[config.mk]
export PLATFORM = sky130hd
export DESIGN_NAME = fetch_queue_flat
export DESIGN_NICKNAME = d
export VERILOG_FILES = /design/src/rtl/fetch_queue_if.sv /design/src/rtl/fetch_queue.sv /design/src/flat_wrapper.sv
export SDC_FILE = /design/constraint.sdc
export NUM_CORES = 1
export LEC_CHECK = 0
export CAP_MARGIN = 20
export CORE_ASPECT_RATIO = 0.75
export CORE_MARGIN = 2
export CORE_UTILIZATION = 45
export CTS_CLUSTER_SIZE = 28
export DETAILED_ROUTE_END_ITERATION = 8
export PLACE_DENSITY = 0.66
export SETUP_SLACK_MARGIN = 0.3
export SYNTH_ARGS = -nofsm -noshare
export SYNTH_HDL_FRONTEND = slang
export SYNTH_SLANG_ARGS = --single-unit
[constraint.sdc]
create_clock -name clock -period 2.36 [get_ports clock]
set_input_delay 0.472 -clock clock [delete_from_list [all_inputs] [get_ports clock]]
set_output_delay 0.472 -clock clock [all_outputs]
set_load 0.03 [all_outputs]
[src/rtl/fetch_queue_if.sv]
// fetch_queue_if: fetch-side bundle between the PC sequencer, imem, predictor, retire redirect and dispatch.
interface fetch_queue_if #(
  parameter int OBQ_IDX_W = 4,
  parameter int CNT_W = 4
);
  logic enable;
  logic [31:0] imem_data;
  logic imem_valid;
  logic imem_is_branch;
  logic bp_next_pc_valid;
  logic [31:0] bp_next_pc;
  logic [OBQ_IDX_W-1:0] bp_next_pc_index;
  logic redirect_en;
  logic [31:0] redirect_pc;
  logic deq_ready;
  logic [31:0] fetch_pc;
  logic fetch_pc_valid;
  logic if_branch;
  logic deq_valid;
  logic [31:0] deq_pc;
  logic [31:0] deq_inst;
  logic [31:0] deq_npc;
  logic deq_obq_valid;
  logic [OBQ_IDX_W-1:0] deq_obq_index;
  logic [CNT_W-1:0] count;
  modport master (
    output enable, imem_data, imem_valid, imem_is_branch, bp_next_pc_valid, bp_next_pc,
           bp_next_pc_index, redirect_en, redirect_pc, deq_ready,
    input  fetch_pc, fetch_pc_valid, if_branch, deq_valid, deq_pc, deq_inst, deq_npc,
           deq_obq_valid, deq_obq_index, count
  );
  modport slave (
    input  enable, imem_data, imem_valid, imem_is_branch, bp_next_pc_valid, bp_next_pc,
           bp_next_pc_index, redirect_en, redirect_pc, deq_ready,
    output fetch_pc, fetch_pc_valid, if_branch, deq_valid, deq_pc, deq_inst, deq_npc,
           deq_obq_valid, deq_obq_index, count
  );
endinterface

[src/rtl/fetch_queue.sv]
// fetch_queue: fetch PC sequencer plus instruction FIFO carrying predicted next PC and OBQ index.
module fetch_queue #(
  parameter int DEPTH = 8,
  parameter logic [31:0] RESET_PC = 32'h0,
  parameter int OBQ_IDX_W = 4
) (
  input logic clock,
  input logic reset,
  fetch_queue_if.slave bus
);
  localparam int PW = $clog2(DEPTH);
  localparam logic [PW:0] FULL = (PW+1)'(DEPTH);
  typedef enum logic [1:0] {IDLE, FETCH, PRED} state_t;
  state_t state, state_nxt;
  logic [31:0] fetch_pc, pend_pc, pend_inst, npc;
  logic pend_br, start, enq, deq, pred_hit;
  logic [31:0] mem_pc [DEPTH];
  logic [31:0] mem_inst [DEPTH];
  logic [31:0] mem_npc [DEPTH];
  logic mem_ov [DEPTH];
  logic [OBQ_IDX_W-1:0] mem_oi [DEPTH];
  logic [PW-1:0] head, tail;
  logic [PW:0] count;
  always_comb begin
    pred_hit = pend_br & bus.bp_next_pc_valid;
    npc = pred_hit ? bus.bp_next_pc : pend_pc + 32'd4;
    start = (state == FETCH) && bus.enable && bus.imem_valid && (count < FULL);
    enq = (state == PRED) && bus.enable && !bus.redirect_en;
    deq = (count != '0) && bus.deq_ready && !bus.redirect_en;
    state_nxt = state;
    if (bus.redirect_en) state_nxt = FETCH;
    else if (state == IDLE) state_nxt = bus.enable ? FETCH : IDLE;
    else if (state == FETCH) state_nxt = start ? PRED : FETCH;
    else state_nxt = bus.enable ? FETCH : PRED;
  end
  always_ff @(posedge clock or negedge reset) begin
    if (!reset) begin
      state <= IDLE;
      fetch_pc <= RESET_PC;
      pend_pc <= '0;
      pend_inst <= '0;
      pend_br <= 1'b0;
      head <= '0;
      tail <= '0;
      count <= '0;
    end else begin
      state <= state_nxt;
      if (bus.redirect_en) begin
        fetch_pc <= bus.redirect_pc;
        pend_pc <= '0;
        pend_inst <= '0;
        pend_br <= 1'b0;
        head <= '0;
        tail <= '0;
        count <= '0;
      end else begin
        if (start) begin
          pend_pc <= fetch_pc;
          pend_inst <= bus.imem_data;
          pend_br <= bus.imem_is_branch;
        end
        if (enq) begin
          fetch_pc <= npc;
          tail <= tail + 1'b1;
        end
        if (deq) head <= head + 1'b1;
        if (enq != deq) count <= enq ? count + 1'b1 : count - 1'b1;
      end
    end
  end
  // storage is reset too so the head fields read zero out of reset
  always_ff @(posedge clock or negedge reset) begin
    if (!reset) begin
      for (int i = 0; i < DEPTH; i++) begin
        mem_pc[i] <= '0;
        mem_inst[i] <= '0;
        mem_npc[i] <= '0;
        mem_ov[i] <= 1'b0;
        mem_oi[i] <= '0;
      end
    end else if (enq) begin
      mem_pc[tail] <= pend_pc;
      mem_inst[tail] <= pend_inst;
      mem_npc[tail] <= npc;
      mem_ov[tail] <= pred_hit;
      mem_oi[tail] <= pred_hit ? bus.bp_next_pc_index : '0;
    end
  end
  assign bus.fetch_pc = fetch_pc;
  assign bus.fetch_pc_valid = (state == FETCH);
  assign bus.if_branch = bus.imem_valid & bus.imem_is_branch & (state == FETCH);
  assign bus.deq_valid = (count != '0);
  assign bus.deq_pc = mem_pc[head];
  assign bus.deq_inst = mem_inst[head];
  assign bus.deq_npc = mem_npc[head];
  assign bus.deq_obq_valid = mem_ov[head];
  assign bus.deq_obq_index = mem_oi[head];
  assign bus.count = count;
endmodule

[src/flat_wrapper.sv]
// flat-port wrapper written by rule: the top's interface ports become plain ports
module fetch_queue_flat 
#(
  parameter int DEPTH = 8,
  parameter logic [31:0] RESET_PC = 32'h0,
  parameter int OBQ_IDX_W = 4
)
  (clock, reset, bus_enable, bus_imem_data, bus_imem_valid, bus_imem_is_branch, bus_bp_next_pc_valid, bus_bp_next_pc, bus_bp_next_pc_index, bus_redirect_en, bus_redirect_pc, bus_deq_ready, bus_fetch_pc, bus_fetch_pc_valid, bus_if_branch, bus_deq_valid, bus_deq_pc, bus_deq_inst, bus_deq_npc, bus_deq_obq_valid, bus_deq_obq_index, bus_count);
  fetch_queue_if #(.OBQ_IDX_W(OBQ_IDX_W), .CNT_W(4)) bus_i ();
  input logic clock;
  input logic reset;
  input wire logic [$bits(bus_i.enable)-1:0] bus_enable;
  input wire logic [$bits(bus_i.imem_data)-1:0] bus_imem_data;
  input wire logic [$bits(bus_i.imem_valid)-1:0] bus_imem_valid;
  input wire logic [$bits(bus_i.imem_is_branch)-1:0] bus_imem_is_branch;
  input wire logic [$bits(bus_i.bp_next_pc_valid)-1:0] bus_bp_next_pc_valid;
  input wire logic [$bits(bus_i.bp_next_pc)-1:0] bus_bp_next_pc;
  input wire logic [$bits(bus_i.bp_next_pc_index)-1:0] bus_bp_next_pc_index;
  input wire logic [$bits(bus_i.redirect_en)-1:0] bus_redirect_en;
  input wire logic [$bits(bus_i.redirect_pc)-1:0] bus_redirect_pc;
  input wire logic [$bits(bus_i.deq_ready)-1:0] bus_deq_ready;
  output wire logic [$bits(bus_i.fetch_pc)-1:0] bus_fetch_pc;
  output wire logic [$bits(bus_i.fetch_pc_valid)-1:0] bus_fetch_pc_valid;
  output wire logic [$bits(bus_i.if_branch)-1:0] bus_if_branch;
  output wire logic [$bits(bus_i.deq_valid)-1:0] bus_deq_valid;
  output wire logic [$bits(bus_i.deq_pc)-1:0] bus_deq_pc;
  output wire logic [$bits(bus_i.deq_inst)-1:0] bus_deq_inst;
  output wire logic [$bits(bus_i.deq_npc)-1:0] bus_deq_npc;
  output wire logic [$bits(bus_i.deq_obq_valid)-1:0] bus_deq_obq_valid;
  output wire logic [$bits(bus_i.deq_obq_index)-1:0] bus_deq_obq_index;
  output wire logic [$bits(bus_i.count)-1:0] bus_count;
  assign bus_i.enable = bus_enable;
  assign bus_i.imem_data = bus_imem_data;
  assign bus_i.imem_valid = bus_imem_valid;
  assign bus_i.imem_is_branch = bus_imem_is_branch;
  assign bus_i.bp_next_pc_valid = bus_bp_next_pc_valid;
  assign bus_i.bp_next_pc = bus_bp_next_pc;
  assign bus_i.bp_next_pc_index = bus_bp_next_pc_index;
  assign bus_i.redirect_en = bus_redirect_en;
  assign bus_i.redirect_pc = bus_redirect_pc;
  assign bus_i.deq_ready = bus_deq_ready;
  assign bus_fetch_pc = bus_i.fetch_pc;
  assign bus_fetch_pc_valid = bus_i.fetch_pc_valid;
  assign bus_if_branch = bus_i.if_branch;
  assign bus_deq_valid = bus_i.deq_valid;
  assign bus_deq_pc = bus_i.deq_pc;
  assign bus_deq_inst = bus_i.deq_inst;
  assign bus_deq_npc = bus_i.deq_npc;
  assign bus_deq_obq_valid = bus_i.deq_obq_valid;
  assign bus_deq_obq_index = bus_i.deq_obq_index;
  assign bus_count = bus_i.count;
  fetch_queue #(.DEPTH(DEPTH), .RESET_PC(RESET_PC), .OBQ_IDX_W(OBQ_IDX_W)) u_core (.clock(clock), .reset(reset), .bus(bus_i));
endmodule
# --- Word-level counts from Yosys, hierarchy flattened ---
# Index checks and enable logic that the tools add are counted.
word_totals:
  regBits: 917
  input_bits: 108
  out_inout_bits: 140
  wordCells: 129
classes:
  addsub: 5
  order_cmp: 4
  eq_ne: 3
  n_mux: 49
  n_bitwise: 5
  n_reduce_logical: 15
op_table:
  columns: ["operator", "count"]
  rows:
  - ["$bwmux W256", 3]
  - ["$mux W32", 14]
  - ["$bmux W32 S3", 3]
  - ["$demux W32 S3", 1]
  - ["$add A32 B3 Y32 const B", 1]
  - ["$bwmux W32", 1]
  - ["$mux W4", 7]
  - ["$bmux W4 S3", 1]
  - ["$demux W4 S3", 1]
  - ["$mux W3", 4]
  - ["$mux W2", 5]
  - ["$bwmux W8", 1]
  - ["$ge A4 B4 Y1 const B", 2]
  - ["$logic_and A1 B1 Y1", 8]
  - ["$not A3 Y4", 2]
  - ["$reduce_bool A2 Y1", 4]
  - ["$add A3 B1 Y3 const B", 2]
  - ["$mux W1", 6]
  - ["$add A4 B1 Y4 const B", 1]
  - ["$lt A4 B1 Y1 const B", 1]
  - ["$lt A4 B4 Y1 const B", 1]
  - ["$reduce_bool A4 Y1", 1]
  - ["$sub A4 B1 Y4 const B", 1]
  - ["$and A1 B1 Y1", 3]
  - ["7 further kinds", 7]

# --- Longest topological paths before layout ---
depth:
  depth_word: 8
  depth_mapped: 11
  depth_no_buf: 8

# --- Least setup slack after synthesis ---
# No wires, ideal clock.
synth_timing:
  path_type: "register to output"
  startpoint: "register u_core.head[0]"
  endpoint: "output port bus_deq_npc[10]"
  arrival_ns: 2.186
  t_required_ns: 1.888
  setup_slack_ns: -0.298
  stages_incl_launch_ff: 6
  path_buffers: 3
  path_cell_list: "dfrtp_1 clkbuf_1 clkbuf_1 buf_1 mux4_2 mux2_2"
synth_via:
  elab_chain_len: 4
synth_lines:
  columns: ["item", "line_no", "rtl"]
  rows:
  - ["from (decl)", "fetch_queue.sv:22", "logic [PW-1:0] head, tail;"]
  - ["from (signal assigned)", "fetch_queue.sv:66", "if (deq) head <= head + 1'b1;"]
  - ["$not A3 Y4 (not written as such)", "fetch_queue.sv:95", "assign bus.deq_npc = mem_npc[head];"]
  - ["$bmux W32 S3", "fetch_queue.sv:95", null]
  - ["$mux W32 (not written as such) (2 in series)", "fetch_queue.sv:95", null]
  - ["to (decl)", "flat_wrapper.sv:28", "output wire logic [$bits(bus_i.deq_npc)-1:0] bus_deq_npc;"]
# No other way between the ends. The select of a mux whose other input is x is not followed.

# --- Worst setup path after layout ---
layout_timing:
  startpoint: "register u_core.head[0]"
  endpoint: "output port bus_deq_pc[12]"
layout_via:
  elab_chain_len: 4
layout_lines:
  columns: ["item", "line_no", "rtl"]
  rows:
  - ["$not A3 Y4 (not written as such)", "fetch_queue.sv:93", "assign bus.deq_pc = mem_pc[head];"]
  - ["$bmux W32 S3", "fetch_queue.sv:93", null]
  - ["$mux W32 (not written as such) (2 in series)", "fetch_queue.sv:93", null]
  - ["to (decl)", "flat_wrapper.sv:26", "output wire logic [$bits(bus_i.deq_pc)-1:0] bus_deq_pc;"]
# No other way between the ends. The select of a mux whose other input is x is not followed.

==> results.md <==
- Status: finished, violations left
- Failing checks: setup timing
- Syn Area/Cell: 11.6 um2
- Layout cell share with drive strength beyond 1: 36.5%
- Worst setup margin: -0.744 ns
- Yosys cell types: 54
- Clk_skew: 0.0245 ns
- Filler instances: 6934
- Starting Density: 45.7%
- Syn nets: 3658
- CTS Buffer Depth: 3
- NumNets Final: 4102
- Sequential fraction of the synthesis area: 55.8%
- GPL Wtd Cong: 0.825
- WS Path Type: flop to primary output
- Hold Fails Final Rpt: 0
- Lkg Pwr: 0.0257 uW
- Clk pin slew, worst setup/hold paths: 0.06 ns
- WHS: 0.351 ns
- Peak Freq: 322 MHz
- DR WL/cell: 24.4 um
- ANT nets after route: 0
- Required @ worst endpoint: 1.89 ns
- Most area-hungry cell type in the Yosys netlist: dfrtp_1
- Hold Path Class: input port to asynchronous set/reset pin
- Post-DP HPWL: 78900 um
- Die width: 353 um
- Vias in the first global route: 29800
- Die Ht: 266 um
- Overall power: 40000 uW
- Die area: 0.0939 mm2
- Core Rows: 95
- Post-synth top flop: dfrtp_1
- Crit Path Max Fanout: 12
- Crit path launch type: flop
- First-pass GRT wire length: 188000 um
- Unrepaired setup endpoints after global routing: true
- DR pass1 iterations: 7
- P&R area growth vs syn: 32.3%
- Synthesized instance count: 3544
- Storage element area: 0.0230 mm2
- WL final: 129000 um
- Worst slew pin tran: 1.02 ns
- Pwr Density: 735 mW/mm2
- DR DRC count: 0
- Synth top area share: 55.8%
- IO buf count: 247
- Core Footprint: 0.0901 mm2
- Tcrit/Tclk final: 132%
- Largest net degree at the start of global routing: 135
- Fin area: 0.0544 mm2
- Max Cap Viol: 0
- Iteration-0 DRC Markers: 3185
- CTS H-Tree Depth: 3
- Total track usage: 26.2%
- Setup TNS: -67.71 ns
- Number of enable flip-flop cells after synthesis: 0
- Vias: 30200
- IO Pins: 248
- Initial antenna violation count: 1
- Slew margin rel.: 32.0%
- IR drop worst, VDD: 631 uV
- CTS buffer count: 92
- Crit path capture type: primary output
- Area of the multi-input gates: 0.0186 mm2
- Reg2Reg Setup Slack: -0.03 ns
- CP arrival: 2.63 ns
- CTS tree: done
- DR vias/cell: 5.73
- Final setup violation count: 110
- CTS sink count: 917
- GR Overflow Total: 0
- Async set-reset flop share out of synthesis: 100%
- Post-placement cell area: 0.0475 mm2
- Post-layout minimum cycle time: 3.10 ns
- Final Max Tran Viols: 0
- Commonest cells after routing, fill and taps aside: nand2_1, dfrtp_1, mux2_2
- #FFs+latches synth: 917
- Synth top area cells: dfrtp_1, mux2_2, mux4_2
- Commonest non-fill, non-tap cell in the layout: nand2_1
- Post-Syn Area: 0.0411 mm2
- Clock Latency Late Sink: 0.67 ns
- Clock root buffer: clkbuf_16
- Layout Utilization: 60.4%
- Synth Warn #: 0
- # diodes: 0
metrics by stage:
stage / cells / setup slack (ns)
after floorplan: 3544 / 0.234
after global placement: 4982 / -0.319
after detailed placement: 4982 / -0.338
after CTS: 5202 / -0.766
after global routing: 5275 / -0.795
final: 5275 / -0.744
synthesized netlist by cell type, types with 6 or more instances:
cell type  count
mux2i_1       14
dfrtp_1      917
mux2_2       415
inv_1          6
o21ai_1        9
nor3_1         7
nor3b_1       17
nand2_1     1033
a21oi_1      106
nand4_1        7
xnor2_1        9
buf_1         13
nand3_1       23
nor2_1        46
clkbuf_2       8
and2_1         6
mux4_2       202
o21ai_0      346
xor2_1        14
buf_2         41
clkbuf_1     218
buf_4         25
kinds of logic after synthesis:
group / synth area share [%]
compound gates: 6.03
buf+inv: 3.22
xor+xnor: 0.490
flops: 55.8
mux: 22.9
simple gates: 11.4
fa+ha+maj: 0.201
what timing repair did:
action | CTS | global route
hold endpoints to repair | 19 | 0
gates cloned | 18 | 30
setup buffers | 32 | 43
pin swaps | 33 | 62
setup endpoints to repair | 323 | 920
hold buffers | 1 | 0
gates resized for setup | 511 | 388
power breakdown:
group          leakage, uW  switching [uW]  internal [uW]  total, uW
clock              0.00153            6360           8820      15200
combinational       0.0115            4120           4320       8450
sequential          0.0127             364          16000      16400
area by class of cell:
class | instances | area share [%]
clock buffer | 130 | 4.79
clock inverter | 39 | 0.897
sequential | 917 | 42.2
tap | 1212 | 2.79
timing repair buffer | 647 | 15.1
inverter | 7 | 0.0713
multi-input combinational | 2323 | 34.1
registers in the layout, summed over array words and instances, names as in the netlist:
register,count
u_core.mem_inst,256
u_core.mem_npc,256
u_core.mem_pc,256
u_core.bus.fetch_pc,32
u_core.mem_oi,32
u_core.pend_inst,32
u_core.pend_pc,32
u_core.mem_ov,8
u_core.bus.count,4
u_core.head,3
u_core.tail,3
u_core.state,2
u_core.pend_br,1
path summary, 6_finish.rpt:
kind	startpoint	endpoint	depth (start not counted)
max in group asynchronous	reset	u_core.bus.fetch_pc[1]$_DFFE_PN0P_	4
max reg2reg	u_core.pend_pc[8]$_DFFE_PN0P_	u_core.bus.fetch_pc[30]$_DFFE_PN0P_	10
min reg2reg	u_core.mem_inst[158]$_DFFE_PN0P_	u_core.mem_inst[158]$_DFFE_PN0P_	2
max	u_core.head[0]$_DFFE_PN0P_	bus_deq_pc[12]	6
min in group clock	bus_imem_data[12]	u_core.pend_inst[12]$_DFFE_PN0P_	3
min	reset	u_core.mem_npc[117]$_DFFE_PN0P_	2
layer usage:
metal  GRT usage (%)  share of wire, %
met1            38.5                44
met2            39.2                45
met3            6.77               8.4
met4            6.22               2.3
met5               0                 0
worst max-delay path: stages, from the launching register on:
cell	delay [ns]
dfrtp_4	0.44
buf_12	0.15
buf_16	0.16
buf_16	0.17
mux4_2	0.52
mux2_4	0.34
buf_6	0.15
Note: power is estimated with default switching activity, not from simulation.
